`src/rtl/led_out_reg.sv`:
```
// LED output register: latches a pattern from a store to the LED address and
// optionally blinks it, with a tick-stretched write-activity indicator.
module led_out_reg #(
  parameter int unsigned TICK_DIV = 50000,
  parameter int unsigned STRETCH  = 8
) (
  input  logic        clk,
  input  logic        reset,
  input  logic        ledEnable,
  input  logic [15:0] write_data,
  output logic [9:0]  LEDR,
  output logic [7:0]  wr_count
);

  typedef enum logic [1:0] {
    ST_STATIC    = 2'd0,
    ST_BLINK_ON  = 2'd1,
    ST_BLINK_OFF = 2'd2
  } state_e;

  localparam logic [15:0] PRESC_MAX = 16'(TICK_DIV - 1);
  localparam logic [7:0]  STRETCH_V = 8'(STRETCH);

  state_e      state_q, state_d;
  logic [15:0] presc_q, presc_d;
  logic [7:0]  pattern_q, pattern_d;
  logic        blink_en_q, blink_en_d;
  logic [1:0]  rate_q, rate_d;
  logic [2:0]  blink_cnt_q, blink_cnt_d;
  logic [7:0]  act_q, act_d;
  logic [7:0]  wr_count_q, wr_count_d;
  logic [9:0]  led_q, led_d;

  logic        tick;
  logic [2:0]  blink_limit;
  logic        blink_last;
  logic        unused_wdata;

  assign unused_wdata = ^write_data[15:11];

  assign tick        = (presc_q == PRESC_MAX);
  // Half-period is 2^rate ticks; the counter holds ticks already seen.
  assign blink_limit = 3'((4'd1 << rate_q) - 4'd1);
  assign blink_last  = (blink_cnt_q == blink_limit);

  always_comb begin
    state_d     = state_q;
    presc_d     = presc_q;
    pattern_d   = pattern_q;
    blink_en_d  = blink_en_q;
    rate_d      = rate_q;
    blink_cnt_d = blink_cnt_q;
    act_d       = act_q;
    wr_count_d  = wr_count_q;

    if (ledEnable) begin
      // A write wins over any same-cycle tick: timing restarts from here.
      pattern_d   = write_data[7:0];
      blink_en_d  = write_data[8];
      rate_d      = write_data[10:9];
      presc_d     = 16'd0;
      blink_cnt_d = 3'd0;
      act_d       = STRETCH_V;
      state_d     = write_data[8] ? ST_BLINK_ON : ST_STATIC;
      if (wr_count_q != 8'hFF) begin
        wr_count_d = wr_count_q + 8'd1;
      end
    end else begin
      presc_d = tick ? 16'd0 : presc_q + 16'd1;
      if (tick && (act_q != 8'd0)) begin
        act_d = act_q - 8'd1;
      end
      if (tick && (state_q != ST_STATIC)) begin
        if (blink_last) begin
          blink_cnt_d = 3'd0;
          state_d     = (state_q == ST_BLINK_ON) ? ST_BLINK_OFF : ST_BLINK_ON;
        end else begin
          blink_cnt_d = blink_cnt_q + 3'd1;
        end
      end
    end

    // LEDs are registered from next-state so they track state with no lag.
    led_d = {blink_en_d, (act_d != 8'd0),
             (state_d == ST_BLINK_OFF) ? 8'h00 : pattern_d};
  end

  always_ff @(posedge clk or negedge reset) begin
    if (!reset) begin
      state_q     <= ST_STATIC;
      presc_q     <= 16'd0;
      pattern_q   <= 8'd0;
      blink_en_q  <= 1'b0;
      rate_q      <= 2'd0;
      blink_cnt_q <= 3'd0;
      act_q       <= 8'd0;
      wr_count_q  <= 8'd0;
      led_q       <= 10'd0;
    end else begin
      state_q     <= state_d;
      presc_q     <= presc_d;
      pattern_q   <= pattern_d;
      blink_en_q  <= blink_en_d;
      rate_q      <= rate_d;
      blink_cnt_q <= blink_cnt_d;
      act_q       <= act_d;
      wr_count_q  <= wr_count_d;
      led_q       <= led_d;
    end
  end

  assign LEDR     = led_q;
  assign wr_count = wr_count_q;

endmodule

```
`config.mk`:
```
export PLATFORM = sky130hd
export DESIGN_NAME = led_out_reg
export DESIGN_NICKNAME = d
export VERILOG_FILES = /design/src/rtl/led_out_reg.sv
export SDC_FILE = /design/constraint.sdc
export NUM_CORES = 1
export LEC_CHECK = 0
export CAP_MARGIN = 20
export CORE_ASPECT_RATIO = 0.6
export CORE_MARGIN = 2
export CORE_UTILIZATION = 30
export CTS_CLUSTER_DIAMETER = 80
export DETAILED_ROUTE_END_ITERATION = 7
export GPL_TIMING_DRIVEN = 0
export PLACE_DENSITY = 0.56
export SETUP_SLACK_MARGIN = 0.02
export SLEW_MARGIN = 20
export SYNTH_ARGS = -nofsm -noshare
export SYNTH_HDL_FRONTEND = slang
export SYNTH_SLANG_ARGS = --single-unit
export TNS_END_PERCENT = 1
```
`constraint.sdc`:
```
create_clock -name clk -period 3 [get_ports clk]
set_clock_uncertainty 0.2 [all_clocks]
set_input_delay 0.75 -clock clk [delete_from_list [all_inputs] [get_ports clk]]
set_output_delay 0.75 -clock clk [all_outputs]
set_load 0.05 [all_outputs]
```
==> results by group, run 1 <==
Outcome
  • Status: finished clean

Pwr
  • Peak VDD IR: 639 µV
  • Lkg Pwr: 1.50 nW
  • Total power: 2.38 mW
  • PwrDens: 681 mW/mm²

CTS
  • Clk sinks: between 50 and 60
  • CTS tree: yes
  • Clk_lat worst skew: 0.33 ns
  • Cts bufs inserted: 9
  • Post-CTS Resized: 0
  • Clock transition at path regs: around 0.05 ns
  • Setup Buffers After CTS: 0
  • Bufs on Longest Clock Path: 2
  • CTS Root Cell: clkbuf_16
  • Hold buffer count at CTS: 0
  • Depth of the CTS H-tree: 3

Final layout
  • Area of the multi-input gates: between 0.001 and 0.0015 mm²
  • Antenna Cells: 0
  • Area delta synth->final: 27.8%
  • Layout cell share with drive strength beyond 1: 10.0%
  • Final-stage net count: roughly 340
  • Storage cell area: 0.00143 mm²
  • Layout fillers: roughly 850

GRT
  • Number of global-route vias before repair: between 2,000 and 2,500
  • GR peak layer: met1
  • Total track usage: 13.8%
  • First-pass GRT wire length: ~11,000 µm
  • Largest net degree at the start of global routing: 54
  • Routing usage on met2: 18.5%
  • Met1 usage in global routing: 20.2%
  • Initial antenna violation count: 0
  • M3 GR Usage: 4.28%
  • Remaining Overflow, GRT: 0

Routing
  • Final WL: a little over 6000 µm
  • Via count: 2,053
  • Pre-Repair DR Iteration Count: 4
  • Antenna-violating nets left: 0
  • DR vias/cell: roughly 4.8
  • DR WL/cell: 14.0 µm
  • DR iter-0 viols: 128
  • DRC viols: 0

Critical path
  • Buf+Inv Stages, Crit Path: 1
  • CP required: between 2 and 2.5 ns
  • Setup crit end kind: output pin
  • Top delay family on crit path: buffers and inverters
  • Cells along the critical path: clkdlybuf4s50_1
  • Kind of critical path: flip-flop to output pin
  • Critical Path Source Type: flip-flop
  • Crit-path max cell delay: around 0.84 ns
  • CP max FO: 6
  • Critical-path top delay cell: clkdlybuf4s50_1
  • Critical Path AT: roughly 1.6 ns

Synthesis
  • Mapped Area: 0.00273 mm²
  • Count leader, synth: dfrtp_1
  • Commonest cells in the netlist: dfrtp_1, nand2_1, nor2_1
  • Synth area leader: dfrtp_1
  • Post-synth top flop: dfrtp_1
  • Cell count after synthesis: 272
  • Netlist cell types: 44
  • Post-synthesis sequential area ratio: 52.3%
  • Area contributors post-synth: dfrtp_1, xor2_1, nand2_1
  • Seq cells post-synth: 57
  • Mapped Avg Cell Area: 10.0 µm²
  • Syn_nets: between 200 and 300
  • Async S/R FF share, synth: 100%
  • Post-synth EDFFs: 0
  • YS warnings: 0
  • Synth top area share: 52.3%

STA
  • Worst slew pin tran: between 0.8 and 0.9 ns
  • Slew HR: 45.7%
  • Hold Vio Cnt, Final: 0
  • Setup TNS: 0 ns
  • Unrepaired setup endpoints after global routing: false
  • Crit path time final: approximately 2.5 ns
  • Pins over their slew limit: 0
  • FMAX: 393 MHz
  • Period utilisation layout: 84.8%
  • Final setup viols: 0

Place
  • PortBufs: 30
  • HPWL Detailed: a little under 4000 µm
  • Global placement routability congestion: 0.829

Floorplan
  • Die X: about 130 µm
  • Top-Level Pins: 37
  • Die Ht: 77.9 µm
  • Row count: 26
  • Core area: 0.00869 mm²
  • Initial Util: 31.4%
  • Die ar.: roughly 0.01 mm²

Min path
  • Tightest Hold Check Type: primary input to asynchronous set/reset pin

Run
  • Number of max-cap violations: 0
worst reg2reg max path, cell delays in order, from the launching register on:
cell and delay, ns:
dfrtp_1 0.42, nor4b_1 0.46, and4b_1 0.35, buf_4 0.20, o2111ai_1 0.43, o211ai_1 0.27, nand2_1 0.09
report_power, final:
part | internal, mW | leakage (nW) | switching [mW]
combinational | 0.175 | 0.621 | 0.307
sequential | 0.844 | 0.728 | 0.0714
clock | 0.645 | 0.149 | 0.335
total | 1.66 | 1.50 | 0.714
per-stage QoR:
stage	hold WS, ns	worst slack [ns]	utilization (%)	cell area [µm²]	instances
6_report	0.0293	0.457	40.2	3490	431
5_1_grt	0.0224	0.291	40.2	3490	431
4_1_cts	0.0188	0.425	40.2	3490	431
3_5_place_dp	0.241	0.483	36.8	3190	415
3_3_place_gp	0.237	-0.906	36.5	3170	414
2_1_floorplan	0.224	0.809	-	2730	272
registers in the layout (all words and copies together) (netlist names):
name and cells:
wr_count 8, presc_q 16, act_q 8, blink_cnt_q 3, state_q 2, blink_en_q 1, pattern_q 8, LEDR 9
rate_q 2
per-layer routing:
layer | vias to the layer above | wire (µm)
met5 | - | 0
met4 | 0 | 81
met3 | 8 | 287
met2 | 46 | 2410
met1 | 973 | 3260
li1 | 1026 | -
cells in the final DEF, fill, tap and decap left out, types with 2 or more instances in the layout:
master / instances
a2111oi_2: 2
a21oi_1: 9
and4_1: 4
buf_4: 3
clkbuf_1: 6
clkbuf_16: 9
clkbuf_8: 4
clkdlybuf4s50_1: 29
clkinv_2: 2
dfrtp_1: 57
ha_1: 5
inv_1: 19
mux2_2: 4
mux2i_1: 3
nand2_1: 30
nand3_1: 12
nand4_1: 5
nand4b_1: 3
nor2_1: 29
nor3_1: 5
nor4bb_1: 2
o211ai_1: 8
o21a_1: 2
o21ai_0: 16
o21ai_1: 2
or2_2: 2
or3_1: 5
xnor2_1: 9
xor2_1: 13
path summary, 6_finish.rpt:
check | from | to | slack (ns) | cells after the start
max | wr_count[3]$_DFFE_PN0P_ | wr_count[3] | 0.46 | 1
min | reset | pattern_q[5]$_DFF_PN0_ | 0.03 | 1
max reg2reg | presc_q[4]$_DFF_PN0_ | LEDR[4]$_DFF_PN0_ | 0.46 | 6
min reg2reg | presc_q[0]$_DFF_PN0_ | presc_q[0]$_DFF_PN0_ | 0.25 | 1
max in group asynchronous | reset | wr_count[3]$_DFFE_PN0P_ | 2.11 | 2
min in group clk | presc_q[0]$_DFF_PN0_ | presc_q[0]$_DFF_PN0_ | 0.25 | 1
cell type report:
cell class | count | share of cell area (%)
Sequential cell | 57 | 40.9
Multi-Input combinational cell | 186 | 33.8
Timing Repair Buffer | 31 | 9.33
Clock buffer | 14 | 8.14
Tap cell | 112 | 4.02
Inverter | 19 | 2.04
Buffer | 10 | 1.54
Clock inverter | 2 | 0.287
cell families (layout without fill, tap and decap cells):
| group | count (synthesis) | in the layout | synth area share (%) |
|---|---|---|---|
| AOI/OAI and AO/OA | 43 | 43 | 10.0 |
| xor gates and xnor gates | 22 | 22 | 7.06 |
| adders and majority gates | 5 | 5 | 2.29 |
| buffers and inverters | 29 | 76 | 4.58 |
| DFF | 57 | 57 | 52.3 |
| muxes | 7 | 7 | 2.75 |
| and+or+nand+nor | 109 | 109 | 21.0 |
No activity file was read; power rests on OpenSTA's default activity.
==> run 2, diff against run 1 <==
clock period = 2.46 ns   (was 3 ns; I/O delays follow)
==> run 2 against run 1 <==
Global-route usage rose by 0.074 points. Wire length rose by 0.38%. Critical path depth rose by 1. Design area rose by 1.9%. Largest power group unchanged. Worst hold slack improved by 0.22 ns. Register-to-register slack got worse by 0.37 ns. Worst setup slack got worse by 0.37 ns. Sequential share of layout area fell by 0.75 points. Non-clock buffer count did not move. Via count fell by 0.39%. Total power rose by 22%. Critical path type unchanged. Core utilization rose by 0.75 points.
==> results by group, run 2 (same netlist as run 1, synthesis figures left out) <==
GRT
  • Largest net degree at the start of global routing: 54 (unchanged)
  • Initial antenna violation count: 0 (unchanged)
  • Total track usage: 13.9% (was 13.8%)
  • Remaining Overflow, GRT: 0 (unchanged)
  • First-pass GRT wire length: 10,600 µm (about the same)
  • Number of global-route vias before repair: 2,081 (was 2,067)

Routing
  • DR WL/cell: 14.1 µm (was 14.0 µm)
  • Final WL: 6070 µm (was 6040 µm)
  • DR vias/cell: 4.74 (was 4.76)
  • Antenna-violating nets left: 0 (unchanged)
  • Pre-Repair DR Iteration Count: 4 (unchanged)
  • DR iter-0 viols: 136 (was 128)
  • Highest metal used: met4 (unchanged)
  • DRC viols: 0 (unchanged)
  • Metal-1 WL: 3260 µm (about the same)
  • Met3 WL: 258 µm (was 287 µm)
  • Via count: 2,045 (was 2,053)
  • Metal2 WL: 2450 µm (was 2410 µm)

Pwr
  • Lkg Pwr: 1.53 nW (was 1.50 nW)
  • Peak VDD IR: 621 µV (was 639 µV)
  • PwrDens: 816 mW/mm² (was 681 mW/mm²)

STA
  • Setup TNS: 0 ns (unchanged)
  • Hold Vio Cnt, Final: 0 (unchanged)
  • Final setup viols: 0 (unchanged)
  • Hold Slack: 0.246 ns (was 0.0293 ns)
  • FMAX: 421 MHz
  • Period utilisation layout: between 90% and 100%
  • Worst slew pin tran: 0.522 ns (was 0.814 ns)
  • Pins over their slew limit: 0 (unchanged)
  • PnR worst setup slack: 0.0852 ns (was 0.457 ns)
  • Crit path time final: 2.37 ns
  • Unrepaired setup endpoints after global routing: true (was false)
  • Slew HR: 65.1% (was 45.7%)

Critical path
  • Critical-path top delay cell: clkdlybuf4s50_1 (unchanged)
  • Critical Path AT: 1.56 ns (was 1.59 ns)
  • CP required: 1.64 ns (was 2.05 ns)
  • Setup crit end kind: output pin (unchanged)
  • Crit-path max cell delay: 0.79 ns (was 0.84 ns)
  • Cells along the critical path: buf_4 > clkdlybuf4s50_1 (was clkdlybuf4s50_1)
  • Critical Path Source Type: flip-flop (unchanged)
  • CP max FO: 2 (was 6)
  • Kind of critical path: flip-flop to output pin (unchanged)

CTS
  • Cts bufs inserted: 9 (unchanged)
  • Setup Buffers After CTS: 0 (unchanged)
  • Depth of the CTS H-tree: 3 (unchanged)
  • CTS Root Cell: clkbuf_16 (unchanged)
  • CTS tree: yes (unchanged)
  • Clk sinks: 57 (unchanged)
  • Bufs on Longest Clock Path: 2 (unchanged)
  • Clk_lat worst skew: 0.33 ns (about the same)
  • Clock transition at path regs: 0.05 ns (about the same)

Final layout
  • Final-stage net count: 338 (unchanged)
  • Layout cell share with drive strength beyond 1: 11.6% (was 10.0%)
  • Largest register FFs: 16 (unchanged)
  • Commonest non-fill, non-tap cell in the layout: dfrtp_1 (unchanged)
  • Area delta synth->final: 30.2% (was 27.8%)
  • Post-Layout Cell Count: 431 (unchanged)
  • Biggest register: presc_q (unchanged)
  • Most frequent cells in the layout: dfrtp_1, nand2_1, nor2_1 (was dfrtp_1, nand2_1, nor2_1, clkdlybuf4s50_1, inv_1)
  • Antenna Cells: 0 (unchanged)

Outcome
  • Status: finished clean (unchanged)

Floorplan
  • Top-Level Pins: 37 (unchanged)
  • Core area: 0.00869 mm² (unchanged)
  • Row count: 26 (unchanged)
  • Initial Util: 31.4% (unchanged)
  • Die Ht: 77.9 µm (unchanged)
  • Die X: 127 µm (unchanged)
  • Die ar.: 0.00990 mm² (unchanged)

Place
  • HPWL Detailed: 3970 µm (unchanged)
  • Placed cells: 415 (unchanged)
  • Global placement routability congestion: 0.829 (unchanged)
  • PortBufs: 30 (unchanged)
  • Dpl ws: -0.0343 ns (was 0.483 ns)

Run
  • Number of max-cap violations: 0 (unchanged)

Min path
  • Tightest Hold Check Type: flip-flop to flip-flop (was primary input to asynchronous set/reset pin)
## run 2: report_power, final
part           internal, mW  switching (mW)  leakage [nW]
Sequential             1.03          0.0864         0.728
Combinational         0.214           0.375         0.658
Clock                 0.786           0.410         0.149
## run 2: through the flow
step	total power, mW	utilization [%]	instance area (µm²)
after global routing	3.02	40.9	3550
after floorplan	1.50	-	2730
after CTS	2.94	40.4	3510
after global placement	1.71	36.5	3170
final	2.90	40.9	3550
after detailed placement	1.72	36.8	3190
## run 2: what timing repair did
item | 4_1_cts | 5_1_grt
resized for setup | 2 | 8
hold buffers | 1 | 0
pin swaps | 0 | 0
endpoints found under the setup margin | 10 | 18
endpoints found under the hold margin | 4 | 0
## run 2: area by class of cell
cell class	instances	area, µm²
fillers	847	5130
flip-flops and latches	57	1430
multi-input cells	186	1230
repair buffers	32	343
clock buffers	14	284
well taps	112	140
inverters	19	71.3
plain buffers	9	50.0
clock inverters	2	10.0
## run 2: layer usage
layer	vias to the layer above	GRT usage (%)
met3	8	4.21
met5	-	0
met4	0	5.93
li1	1027	-
met2	43	18.8
met1	967	20.3
## run 2: final timing paths
check	cells after the start	end	slack (ns)	start
worst max register to register	6	LEDR[8]$_DFF_PN0_	0.09	act_q[2]$_DFF_PN0_
worst min register to register	1	presc_q[0]$_DFF_PN0_	0.25	presc_q[0]$_DFF_PN0_
max in group asynchronous	3	wr_count[3]$_DFFE_PN0P_	1.15	reset
worst max-delay path	2	LEDR[9]	0.09	blink_en_q$_DFFE_PN0P_
worst min-delay path	1	presc_q[0]$_DFF_PN0_	0.25	presc_q[0]$_DFF_PN0_
min in group asynchronous	2	pattern_q[5]$_DFF_PN0_	0.45	reset
## run 2: critical path: cells and delay by family (launching register included)
kind     cells  cell delay [ns]
buf+inv      2             0.89
flops        1             0.34
